==> src/rtl/audio_player.sv <==
`default_nettype none
// +--------------------------------------------------------------------------+
// | audio_player: byte FIFO, sample-rate pacer and 8-bit PWM audio output    |
// | Rev 1.0 - initial release                                                |
// +--------------------------------------------------------------------------+
module audio_player #(
  parameter int DEPTH       = 256,
  parameter int SAMPLE_DIV  = 6250,
  parameter int START_LEVEL = 128
) (
  input  logic                     clk,
  input  logic                     rst,
  input  logic                     axiiv,
  input  logic [7:0]               axiid,
  output logic                     pwm_out,
  output logic [7:0]               sample_out,
  output logic [$clog2(DEPTH):0]   fill_count,
  output logic                     playing,
  output logic                     underflow,
  output logic                     overflow
);
  localparam int c_AW = $clog2(DEPTH);
  localparam int c_DW = $clog2(SAMPLE_DIV);
  localparam logic [c_AW:0]   c_DEPTH   = (c_AW+1)'(DEPTH);
  localparam logic [c_AW:0]   c_START   = (c_AW+1)'(START_LEVEL);
  localparam logic [c_DW-1:0] c_DIV_MAX = c_DW'(SAMPLE_DIV - 1);
  localparam logic [7:0]      c_SILENCE = 8'd128;

  localparam logic [0:0] c_ST_BUFFER = 1'b0;
  localparam logic [0:0] c_ST_PLAY   = 1'b1;

  logic [7:0]      r_mem [DEPTH];
  logic [c_AW-1:0] r_wr_ptr;
  logic [c_AW-1:0] r_rd_ptr;
  logic [c_AW:0]   r_fill;
  logic [c_DW-1:0] r_div;
  logic [0:0]      r_state;
  logic [0:0]      w_state_next;
  logic            r_playing;
  logic            r_underflow;
  logic            r_overflow;
  logic            r_pwm;
  logic [7:0]      r_sample;
  logic [7:0]      r_pwm_cnt;
  logic            w_tick;
  logic            w_pop;
  logic            w_starve;
  logic            w_push;

  assign w_tick   = (r_div == c_DIV_MAX);
  assign w_pop    = (r_state == c_ST_PLAY) && w_tick && (r_fill != '0);
  assign w_starve = (r_state == c_ST_PLAY) && w_tick && (r_fill == '0);
  // A full FIFO still accepts a byte when the head leaves in the same cycle.
  assign w_push   = !rst && axiiv && ((r_fill != c_DEPTH) || w_pop);

  always_comb begin
    w_state_next = r_state;
    case (r_state)
      c_ST_BUFFER: if (r_fill >= c_START) w_state_next = c_ST_PLAY;
      c_ST_PLAY:   if (w_starve)          w_state_next = c_ST_BUFFER;
      default:                            w_state_next = c_ST_BUFFER;
    endcase
  end

  always_ff @(posedge clk) begin
    if (w_push) r_mem[r_wr_ptr] <= axiid;
  end

  always_ff @(posedge clk) begin
    if (rst) begin
      r_wr_ptr    <= '0;
      r_rd_ptr    <= '0;
      r_fill      <= '0;
      r_div       <= '0;
      r_pwm_cnt   <= 8'd0;
      r_pwm       <= 1'b0;
      r_overflow  <= 1'b0;
      r_underflow <= 1'b0;
      r_sample    <= c_SILENCE;
      r_state     <= c_ST_BUFFER;
      r_playing   <= 1'b0;
    end else begin
      r_div     <= w_tick ? '0 : r_div + 1'b1;
      r_pwm_cnt <= r_pwm_cnt + 8'd1;
      r_pwm     <= (r_pwm_cnt < r_sample);

      if (w_push) r_wr_ptr <= r_wr_ptr + 1'b1;
      if (w_pop)  r_rd_ptr <= r_rd_ptr + 1'b1;
      case ({w_push, w_pop})
        2'b10:   r_fill <= r_fill + 1'b1;
        2'b01:   r_fill <= r_fill - 1'b1;
        default: r_fill <= r_fill;
      endcase

      if (axiiv && !w_push) r_overflow <= 1'b1;
      r_underflow <= w_starve;

      if (w_pop)         r_sample <= r_mem[r_rd_ptr];
      else if (w_starve) r_sample <= c_SILENCE;

      r_state   <= w_state_next;
      r_playing <= (w_state_next == c_ST_PLAY);
    end
  end

  assign pwm_out    = r_pwm;
  assign sample_out = r_sample;
  assign fill_count = r_fill;
  assign playing    = r_playing;
  assign underflow  = r_underflow;
  assign overflow   = r_overflow;

endmodule
`default_nettype wire

==> config.mk <==
export PLATFORM = sky130hd
export DESIGN_NAME = audio_player
export DESIGN_NICKNAME = d
export VERILOG_FILES = /design/src/rtl/audio_player.sv
export SDC_FILE = /design/constraint.sdc
export NUM_CORES = 2
export LEC_CHECK = 0
export BUFFER_PORTS_ARGS = -buffer_cell sky130_fd_sc_hd__buf_2
export CAP_MARGIN = 20
export CORE_ASPECT_RATIO = 1.4
export CORE_MARGIN = 10
export CORE_UTILIZATION = 50
export DETAILED_ROUTE_END_ITERATION = 16
export PLACE_DENSITY = 0.65
export SYNTH_ARGS = -nofsm -noshare
export SYNTH_HDL_FRONTEND = slang
export SYNTH_SLANG_ARGS = --single-unit
==> constraint.sdc <==
create_clock -name clk -period 5.7 [get_ports clk]
set_clock_uncertainty 0.2 [all_clocks]
set_input_delay 0 -clock clk [delete_from_list [all_inputs] [get_ports clk]]
set_output_delay 0 -clock clk [all_outputs]
set_load 0.005 [all_outputs]
# == After elaboration in Yosys (flattened, before gate mapping) ==
# Memories as Yosys holds them, arrays and structs flattened. A register that Yosys moved wholly into a read port is not among the register bits.
# Index checks and enable logic that the tools add are counted.
# W data, S select, Z words.
# totals
romBits,0
word_cells,48
input_bits,11
output_inout_bits,21
reg_bits,58
ram_bits,2048
n_memories,1
latch_bits,0
# op_classes
reduce_logical,14
div,0
shifts,0
mux,10
addsub,6
n_bitwise,1
eq_ne,4
magnitude_cmp,2
mul,0
# memory_table
name,depth,word_bits,read_ports,rd_ports_with_merged_regs,wr,line_no,text
r_mem,256,8,1,1,1,32,logic [7:0] r_mem [DEPTH];
# op_table
operator,n
$mux W8,4
$add A8 B1 Y8 const B,3
$pmux W9 S2,1
$add A13 B1 Y13 const B,1
$eq A13 B13 Y1 const B,1
$add A9 B1 Y9 const B,1
$ge A9 B8 Y1 const B,1
$logic_not A9 Y1,1
$ne A9 B9 Y1 const B,1
$reduce_bool A9 Y1,1
$sub A9 B1 Y9 const B,1
$lt A8 B8 Y1,1
$logic_and A1 B1 Y1,6
$mux W1,4
$reduce_bool A2 Y1,2
$eq A2 B1 Y1 const B,1
$eq A2 B2 Y1 const B,1
$logic_not A1 Y1,2
$pmux W1 S2,1
$reduce_or A2 Y1,1
$logic_or A1 B1 Y1,1
$not A1 Y1,1

# == Longest topological paths before layout ==
# depth
ltp_word,7
ltp_mapped,18

# == Worst setup path before layout ==
# OpenSTA, ideal clock, no wires.
# synth_timing
path_kind,register to register
startpoint,register r_div[7]
endpoint,"register r_fill[8], in the netlist fill_count[8]"
path_stages_with_launch,17
arrival_ps,3730
required_time_ps,5426
period_less_slack_ps,4005
setup_time_ps,74
path_buffers,1
path_slack_ps,1695
cell_sequence,dfxtp_1 or4b_4 nor4_4 and2_1 buf_4 o21ai_0 a21oi_1 inv_1 fa_1 nor2b_1 o21ai_0 a21boi_0 o21ai_0 nand2b_1 a31o_2 mux2_2 a31oi_1
# synth_between
elab_chain_cells,7
# synth_rtl
element,line_no,text
"start, declared",36,logic [c_DW-1:0] r_div;
"start signal, assigned",83,r_div <= w_tick ? '0 : r_div + 1'b1;
$eq A13 B13 Y1 *,50,assign w_tick = (r_div == c_DIV_MAX);
$logic_and A1 B1 Y1 * (2 in series),51,assign w_pop = (r_state == c_ST_PLAY) && w_tick && (r_fill != '0);
$logic_or A1 B1 Y1,54,assign w_push = !rst && axiiv && ((r_fill != c_DEPTH) || w_pop);
$logic_and A1 B1 Y1,54,
$eq A2 B1 Y1 / $eq A2 B2 Y1 (equally long branches),89,"case ({w_push, w_pop})"
$pmux W9 S2 / $reduce_bool A2 Y1 (equally long branches),--,
"end signal, assigned",90,2'b10: r_fill <= r_fill + 1'b1;
"end signal, assigned",91,2'b01: r_fill <= r_fill - 1'b1;
"end signal, assigned",92,default: r_fill <= r_fill;
"end, declared",35,logic [c_AW:0] r_fill;
# Mark *: on every way between the ends. The rest lies on a longest branch, timed or not.
# A chain may end at the register's enable or synchronous reset.

# == Worst setup path after layout ==
# Same ends and word-level chain as after synthesis.

==> results.toml <==
[status]
status = "complete, no violations"

[clocking]
cts_tree = "built"
cts_buffer_depth = 3
post_cts_resized = 0
clk_pin_slew_ps = 60
cts_root_buf = "clkbuf_16"
cts_max_level = 4
cts_buffers = 185
cts_setup_buffers = 0
cts.sinks = 2114
postCtsHoldBufs = 14
clkLatencyLatePin_ps = 830

[logic_synthesis]
synthFlopType = "edfxtp_1"
yosysTopAreaCell = "edfxtp_1"
synth-seq-cells = 2114
netlist_area_sq_um = 82500
synth-edff-count = 2048
yosys-top-cells-area = "edfxtp_1, mux4_2, dfxtp_1"
avgSynthCellArea_sq_um = 20.7
syn_inst = 3982
yosysWarnings = 0
yosysTopAreaCellShare_pct = 74.6
yosysUniqueCellTypes = 71
synth_fp_nets = 4016
async_flop_share_pct = 0
yosysSeqAreaShare_pct = 76.2

[pwr]
p_sw_uw = 5920
ir_worst_vdd_mv = 0.236
p_clk_share_pct = 42.2
seq_power_share_pct = 56.5
p_comb_share_pct = 1.3
pwr_density_cell_nw_per_um2 = 329
switching_share_pct = 19.6
leakage_uw = 0.0274
intPower_uw = 24300

[worst_setup_path]
cp-start-kind = "register"
reg2reg_from = "r_div[7]$_SDFF_PP0_"
critical_path_required_ps = 6270
arrival_ps = 5430
critPathMaxFanout = 9
cp-startpoint = "r_div[7]$_SDFF_PP0_"
critPathCaptureType = "register"
worstSetupPathType = "register to register"

[global_route]
grt_antenna_before_repair = 6
grt_pass1_vias = 41663
grt_max_degree = 181
grt_pass1_wl_mm = 309
track_usage_pct = 23.7
gr-total-overflow = 0

[job]
max-cap-violations = 0

[min_path]
min_path_type = "input port to register"
hp-start = "rst"

[sta]
setup_violations = 0
hold_violations = 0
relSlewSlack_pct = 18.6
maxSlewViolCount = 0
timing.hold.ws_ps = 106
fin_crit_sh_pct = 85.3
max_freq_ghz = 0.206
finalSetupTns_ps = 0
worst_pin_slew_ps = 1220
rsz0062_at_grt = "false"
fin_crit_ps = 4860

[route]
route.antenna.remaining_nets = 0
wl_per_cell_um = 33.6
vias = 41321
drt_wl_total_mm = 216
drcViolationCount = 0
firstDrtPassIters = 5
via_per_inst = 6.45
drtIter0Drc = 5168

[die]
die-area_sq_um = 182000
die_y_um = 500
initial_core_util_pct = 50.3
ios = 32
row_count = 176
coreArea_sq_um = 164000
die_width_um = 363

[placed_design]
hpwl_mm = 133
io_buffers = 31
gp_congestion = 0.913

[layout]
layout.nets = 4151
drive_above_1_share_pct = 23.4
fillerInstances = 12049
syn_to_final_growth_pct = 11.2
[routing by layer]
layer / up-vias / GRT usage [%] / part of all wire (%)
li1: 16738 / - / -
met1: 22023 / 31.1 / 37
met2: 2134 / 39.1 / 50
met3: 420 / 3.92 / 7.6
met4: 6 / 10.5 / 5.0
met5: - / 0 / 0.018
[per-stage QoR]
stage | instances | total power, uW | cell area, sq um | worst slack (ps) | util (%)
global route | 6407 | 30900 | 91700 | 497 | 55.9
global placement | 6052 | 17800 | 85400 | 1140 | 52.1
finish | 6409 | 30200 | 91700 | 839 | 55.9
detailed placement | 6052 | 17800 | 85400 | 1080 | 52.1
floorplan | 3982 | 17400 | 82500 | 1700 | -
CTS | 6406 | 30300 | 91700 | 846 | 55.9
[cells in the final DEF (no fill, tap or decap), types with 38 or more instances in the layout]
master / count
a21oi_1: 44
a22oi_1: 42
buf_4: 109
clkbuf_1: 44
clkbuf_16: 192
dfxtp_1: 60
edfxtp_1: 2048
mux2i_1: 101
mux4_2: 510
nand2_1: 71
nand3_1: 41
nor2_1: 334
o21ai_0: 38
o22ai_1: 63
[Yosys cell counts (all sizes together), types with 12 or more instances]
| cell | number |
|---|---|
| a211oi | 27 |
| a22o | 12 |
| nand2 | 75 |
| inv | 21 |
| xnor2 | 13 |
| a221oi | 12 |
| dfxtp | 66 |
| nor4 | 17 |
| edfxtp | 2048 |
| ha | 22 |
| nor2b | 37 |
| a22oi | 42 |
| mux2 | 28 |
| mux2i | 101 |
| nor3 | 22 |
| a21oi | 45 |
| clkbuf | 72 |
| mux4 | 510 |
| o22ai | 63 |
| buf | 155 |
| nand2b | 16 |
| nor2 | 337 |
| o21ai | 39 |
| xor2 | 19 |
| nand3 | 49 |
[worst paths after layout]
path	slack [ps]	cells past startpoint	endpoint
min reg2reg	250	1	r_pwm_cnt[0]$_SDFF_PP0_
max reg2reg	840	17	fill_count[8]$_SDFFE_PP0P_
min	110	4	fill_count[5]$_SDFFE_PP0P_
max	840	17	fill_count[8]$_SDFFE_PP0P_
[registers in the layout, summed over array words and instances, names as in the netlist, named ones only]
name and flops:
r_pwm_cnt 8, r_mem 2048, playing 1, overflow 1, fill_count 9, sample_out 8
pwm_out 1, underflow 1, r_div 13, r_wr_ptr 8, r_rd_ptr 8
[kinds of logic (layout without fill, tap and decap cells)]
group	Yosys count	in the layout	synth area share [%]
DFF	2114	2114	76.2
and+or+nand+nor	610	610	3.43
buffers and inverters	248	536	1.53
xor gates and xnor gates	32	32	0.340
adders and majority gates	23	23	0.358
muxes	639	639	15.5
AOI/OAI and AO/OA	316	316	2.62
other	0	3	0
[power by group through the flow]
| stage | clock network, uW | logic [uW] | registers (uW) |
|---|---|---|---|
| floorplan | 0 | 62.2 | 17400 |
| finish | 12700 | 394 | 17000 |
| CTS | 12900 | 399 | 17000 |
| global placement | 0 | 377 | 17400 |
| global route | 13500 | 420 | 17000 |
| detailed placement | 0 | 393 | 17400 |
[cell type report]
cell class	count	area [sq um]	share of cell area [%]
diodes	3	7.51	0.00819
clock buffers	239	5010	5.47
clock inverters	101	1080	1.17
inverters	21	78.8	0.0860
multi-input cells	1620	18400	20.1
flip-flops and latches	2114	62800	68.5
well taps	2136	2670	2.91
repair buffers	175	1600	1.75
[critical path, cell delays in order, from the launching register on]
cell	delay, ps
dfxtp_1	330
or4b_4	560
nor4_4	360
and2_1	350
o21ai_0	180
a21oi_1	140
buf_4	190
inv_1	70
fa_1	420
nor2b_1	130
o21ai_0	110
a21boi_0	250
o21ai_0	110
nand2b_1	130
a31o_2	220
mux2_2	350
a31oi_1	160
dlygate4sd3_1	560
(Power assumes the default switching activity.)
